### src/rtl/line_refill_ctrl.sv
// Single-line D-cache refill sequencer: critical-word-first WRAP burst on a 32-bit AXI
// read channel, store-miss byte merge, and hand-off of the assembled line to the data array.
module line_refill_ctrl #(
    parameter int LINE_WORDS = 8,
    parameter int ADDR_W     = 32
) (
    input  logic                     i_clk,
    input  logic                     i_resetn,

    input  logic                     i_miss_valid,
    output logic                     o_miss_ready,
    input  logic [ADDR_W-1:0]        i_miss_addr,
    input  logic                     i_miss_store,
    input  logic [3:0]               i_miss_wstrb,
    input  logic [31:0]              i_miss_wdata,

    output logic                     o_ar_valid,
    input  logic                     i_ar_ready,
    output logic [ADDR_W-1:0]        o_ar_addr,
    output logic [7:0]               o_ar_len,
    output logic [1:0]               o_ar_burst,

    input  logic                     i_r_valid,
    output logic                     o_r_ready,
    input  logic [31:0]              i_r_data,
    input  logic                     i_r_last,

    output logic                     o_crit_valid,
    output logic [31:0]              o_crit_data,

    output logic                     o_fill_valid,
    input  logic                     i_fill_ready,
    output logic [ADDR_W-1:0]        o_fill_addr,
    output logic [LINE_WORDS*32-1:0] o_fill_line,

    output logic                     o_proto_err,
    output logic                     o_busy
);

    localparam logic [1:0] S_IDLE   = 2'd0;
    localparam logic [1:0] S_AR     = 2'd1;
    localparam logic [1:0] S_RBURST = 2'd2;
    localparam logic [1:0] S_FILL   = 2'd3;

    logic [1:0]               r_state;
    logic [ADDR_W-1:2]        r_addr;
    logic                     r_store;
    logic [3:0]               r_wstrb;
    logic [31:0]              r_wdata;
    logic [2:0]               r_beat;
    logic [LINE_WORDS*32-1:0] r_line;
    logic                     r_crit_valid;
    logic [31:0]              r_crit_data;
    logic                     r_proto_err;

    logic [2:0]               w_word_idx;
    logic                     w_last_beat;
    logic [31:0]              w_beat_word;
    logic                     w_unused_addr;

    // Byte offset bits never reach the bus; all transfers are word aligned.
    assign w_unused_addr = ^i_miss_addr[1:0];

    // The 3-bit sum wraps exactly like the AXI WRAP burst over an 8-word line.
    assign w_word_idx  = r_addr[4:2] + r_beat;
    assign w_last_beat = (r_beat == 3'd7);

    // Only beat 0 carries the critical word, which is the one the pending store targets.
    always_comb begin
        w_beat_word = i_r_data;
        if (r_store && (r_beat == 3'd0)) begin
            for (int j = 0; j < 4; j++) begin
                if (r_wstrb[j]) begin
                    w_beat_word[8*j +: 8] = r_wdata[8*j +: 8];
                end
            end
        end
    end

    always_ff @(posedge i_clk) begin
        if (!i_resetn) begin
            r_state      <= S_IDLE;
            r_addr       <= '0;
            r_store      <= 1'b0;
            r_wstrb      <= '0;
            r_wdata      <= '0;
            r_beat       <= '0;
            r_line       <= '0;
            r_crit_valid <= 1'b0;
            r_crit_data  <= '0;
            r_proto_err  <= 1'b0;
        end else begin
            r_crit_valid <= 1'b0;
            case (r_state)
                S_IDLE: begin
                    if (i_miss_valid) begin
                        r_addr  <= i_miss_addr[ADDR_W-1:2];
                        r_store <= i_miss_store;
                        r_wstrb <= i_miss_wstrb;
                        r_wdata <= i_miss_wdata;
                        r_beat  <= '0;
                        r_state <= S_AR;
                    end
                end
                S_AR: begin
                    if (i_ar_ready) begin
                        r_state <= S_RBURST;
                    end
                end
                S_RBURST: begin
                    if (i_r_valid) begin
                        r_line[{w_word_idx, 5'b00000} +: 32] <= w_beat_word;
                        r_beat <= r_beat + 3'd1;
                        if (r_beat == 3'd0) begin
                            r_crit_valid <= 1'b1;
                            r_crit_data  <= i_r_data;
                        end
                        // The beat count, not r_last, ends the burst; a mismatch is only flagged.
                        if (i_r_last != w_last_beat) begin
                            r_proto_err <= 1'b1;
                        end
                        if (w_last_beat) begin
                            r_state <= S_FILL;
                        end
                    end
                end
                S_FILL: begin
                    if (i_fill_ready) begin
                        r_state <= S_IDLE;
                    end
                end
                default: r_state <= S_IDLE;
            endcase
        end
    end

    assign o_miss_ready = (r_state == S_IDLE);
    assign o_busy       = (r_state != S_IDLE);
    assign o_ar_valid   = (r_state == S_AR);
    assign o_ar_addr    = {r_addr, 2'b00};
    assign o_ar_len     = 8'd7;
    assign o_ar_burst   = 2'b10;
    assign o_r_ready    = (r_state == S_RBURST);
    assign o_crit_valid = r_crit_valid;
    assign o_crit_data  = r_crit_data;
    assign o_fill_valid = (r_state == S_FILL);
    assign o_fill_addr  = {r_addr[ADDR_W-1:5], 5'b00000};
    assign o_fill_line  = r_line;
    assign o_proto_err  = r_proto_err;

endmodule

### config.mk
export PLATFORM = sky130hd
export DESIGN_NAME = line_refill_ctrl
export DESIGN_NICKNAME = d
export VERILOG_FILES = /design/src/rtl/line_refill_ctrl.sv
export SDC_FILE = /design/constraint.sdc
export NUM_CORES = 1
export LEC_CHECK = 0
export CORE_AREA = 2 2 188 190
export CTS_BUF_LIST = sky130_fd_sc_hd__clkbuf_4 sky130_fd_sc_hd__clkbuf_8
export CTS_CLUSTER_DIAMETER = 60
export DETAILED_ROUTE_END_ITERATION = 16
export DIE_AREA = 0 0 190 192
export PLACE_DENSITY = 0.73
export SLEW_MARGIN = 15
export SYNTH_ARGS = -nofsm -noshare
export SYNTH_HDL_FRONTEND = slang
export SYNTH_SLANG_ARGS = --single-unit
### constraint.sdc
create_clock -name i_clk -period 3.7 [get_ports i_clk]
set_clock_uncertainty 0.1 [all_clocks]
set_input_delay 0.37 -clock i_clk [delete_from_list [all_inputs] [get_ports i_clk]]
set_output_delay 0.37 -clock i_clk [all_outputs]
set_load 0.05 [all_outputs]
==> results.toml <==
[outcome]
run_status = "completed"

[grt]
grtUsageTotal_pct = 23.8
antenna_found_initial = 1
grt_pass1_vias = 12000
grt_start_max_net_pins = 115
grt.overflow.total = 0
grt_pass1_wl_um = 68100

[cts]
cts-resized-gates = 0
h-tree-depth = 2
cts_tree = "done"
cts_setup_buffers = 0
cts.sink_count = 362
cts_buffers = 57
cts-root-buf = "clkbuf_8"
cts.clk_slew.worst_paths_ps = 60
holdBufCountCts = 0
clk_latency_ps = 590
cts_max_path_buffers = 3

[floorplanning]
rows = 68
start_util_pct = 41.4
die_y_um = 192
boundaryPins = 477
die_area_um2 = 36500
core_um2 = 34300
die_w_um = 190

[timing]
fmax_ghz = 0.303
fin_tns_setup_ps = 0
rsz0062_at_grt = "no"
finalCritPeriodShare_pct = 89.1
fin_crit_ps = 3300
tightest_slew_ps = 962
drv_slew = 0
setup_violations = 0
setup_ws_ps = 402
slew_headroom_pct = 34.2
hold_viol_final = 0

[finish]
drive_above_1_share_pct = 9.35
finalInstanceArea_um2 = 20100
utilization_pct = 58.7
fin_cells = 2466
syn2layout_area_growth_pct = 41.7
nNetsFinal = 2088

[routing]
via_per_inst = 4.96
drt_iter0_drc = 604
dr_total_vias = 12200
wl_per_cell_um = 18.1
ant_nets = 0
drcViolationCount = 0
wl_um = 44500
first_pass_iters = 6

[logic_synthesis]
synth_top_family_by_area = "simple AND/OR/NAND/NOR gates"
yosysSeqAreaShare_pct = 51.1
synth_top_flop_cell = "dfxtp_1"
synth_compound_area_share_pct = 11.2
synth_xor_area_share_pct = 0.229
postSynthCellCount = 1577
synth-adder-area-share_pct = 1.02
synthArstFlopShare_pct = 0
synthSimpleGateAreaFrac_pct = 18.6
synth_edf_count = 0
syn_area_um2 = 14200
synth_seq_cells = 362
avgSynthCellArea_um2 = 9.00
synth.area.mux_share_pct = 11.6
synth.distinct_cells = 42
synthesis.yosys.warnings = 0

[placement]
post-place-cells = 2365
dpl-instance-area_um2 = 18900
gp_congestion = 0.832
hpwl_um = 32100
io_buffers = 457
place_ws_ps = 407

[hold_path]
hold_class = "input port to register"

[power_and_ir_drop]
p_per_area_nw_per_um2 = 514
ir_drop_v = 0.000374
p_leak_uw = 0.00771

[critical_path]
crit_chain = "ha_1 > inv_1 > fa_1 > ha_1 > ha_1 > or2_2 > nor4_4 > buf_4 > nand3_1 > o21ai_0"
end_kind = "register"
required_ps = 4110
crit_path_max_fanout = 32
crit_type = "register to register"
cp-start-kind = "register"
max_stage_delay_ps = 510
cp_common_cell = "ha_1"
cp_slowest_cell = "fa_1"
arrival_ps = 3700

[job]
drv_cap = 0
sequential cells by signal (all words and copies together), names as in the netlist:
name	flops
o_fill_line	256
r_wstrb	4
r_addr	30
o_crit_valid	1
r_state	2
o_proto_err	1
o_crit_data	32
r_store	1
r_wdata	32
r_beat	3
report_power, final:
group	total (µW)	leakage (µW)	switching, µW	internal (µW)
Sequential	4260	0.00293	142	4120
Combinational	2420	0.00413	1680	746
Clock	3650	0.000661	1540	2110
Total	10300	0.00771	3360	6970
synth_stat cells, drive strengths merged (10+ instances only):
cell type  count  area share (%)
a21boi       102             5.4
a31o          16            0.99
buf           72             3.5
clkbuf        91             2.4
dfxtp        362              51
ha            10            0.88
inv           11            0.29
mux2          32             2.5
mux2i        129             9.1
nand2        461              12
nand3        117             4.1
nor3b         17            0.90
o21ai        115             4.1
final timing paths:
kind	startpoint	end	slack, ps	depth (start not counted)
max	r_beat[0]$_SDFFE_PN0P_	o_fill_line[9]$_SDFFE_PN0P_	400	10
min	i_resetn	o_fill_line[114]$_SDFFE_PN0P_	170	3
max reg2reg	r_beat[0]$_SDFFE_PN0P_	o_fill_line[9]$_SDFFE_PN0P_	400	10
min reg2reg	o_fill_line[219]$_SDFFE_PN0P_	o_fill_line[219]$_SDFFE_PN0P_	350	2
per-stage QoR:
stage / hold WS (ps) / power, µW
floorplan: 341 / 5980
global placement: 335 / 6710
detailed placement: 343 / 6770
CTS: 175 / 10400
global route: 205 / 10800
finish: 168 / 10300
layout make-up:
cell class / count / area (µm²)
clock buffer: 91 / 1110
clock inverter: 9 / 130
inverter: 11 / 41.3
multi-input combinational: 1056 / 6160
fill: 2963 / 14200
antenna: 1 / 2.50
sequential: 362 / 7250
tap: 455 / 569
timing repair buffer: 481 / 4850
per-layer routing:
metal  global-route usage (%)  share of wire, %  up-vias
li1                         -                 -     5992
met1                     27.8                40     5753
met2                     41.5                49      371
met3                     6.14               6.7      104
met4                     9.42               3.7        0
met5                        0                 0        -
placed cells by master (no fill, tap or decap), types with 2 or more instances in the layout:
cell type,instances
nand2_1,460
o21ai_1,10
o21ai_0,105
clkdlybuf4s50_1,456
nand4_1,2
ha_1,10
nand3_1,114
mux2i_1,129
buf_4,17
inv_1,10
buf_12,7
nor3b_1,16
bufinv_16,3
a211oi_4,2
inv_6,2
nand3_2,3
nand3b_1,2
and3_1,2
a31o_2,16
mux2_2,32
clkbuf_4,22
nor2b_1,4
dfxtp_1,362
a21boi_0,102
clkbuf_8,69
nand4b_1,4
conb_1,17
or2_2,2
clkinv_2,3
nor2_1,7
worst max-delay path: cells and delay by family (launching register included):
family                     cells  cell delay, ps
AOI/OAI and AO/OA              1             100
DFF                            1             400
and+or+nand+nor                3             760
buffers and inverters          2             410
adders and majority gates      4            1410
cell families (layout without fill, tap and decap cells):
family,Yosys count,count (layout)
mux,161,161
xor+xnor,2,2
buf+inv,174,592
other cells,2,18
compound gates,242,242
fa+ha+maj,11,11
flops,362,362
simple gates,623,623
No activity file was read; power rests on OpenSTA's default activity.
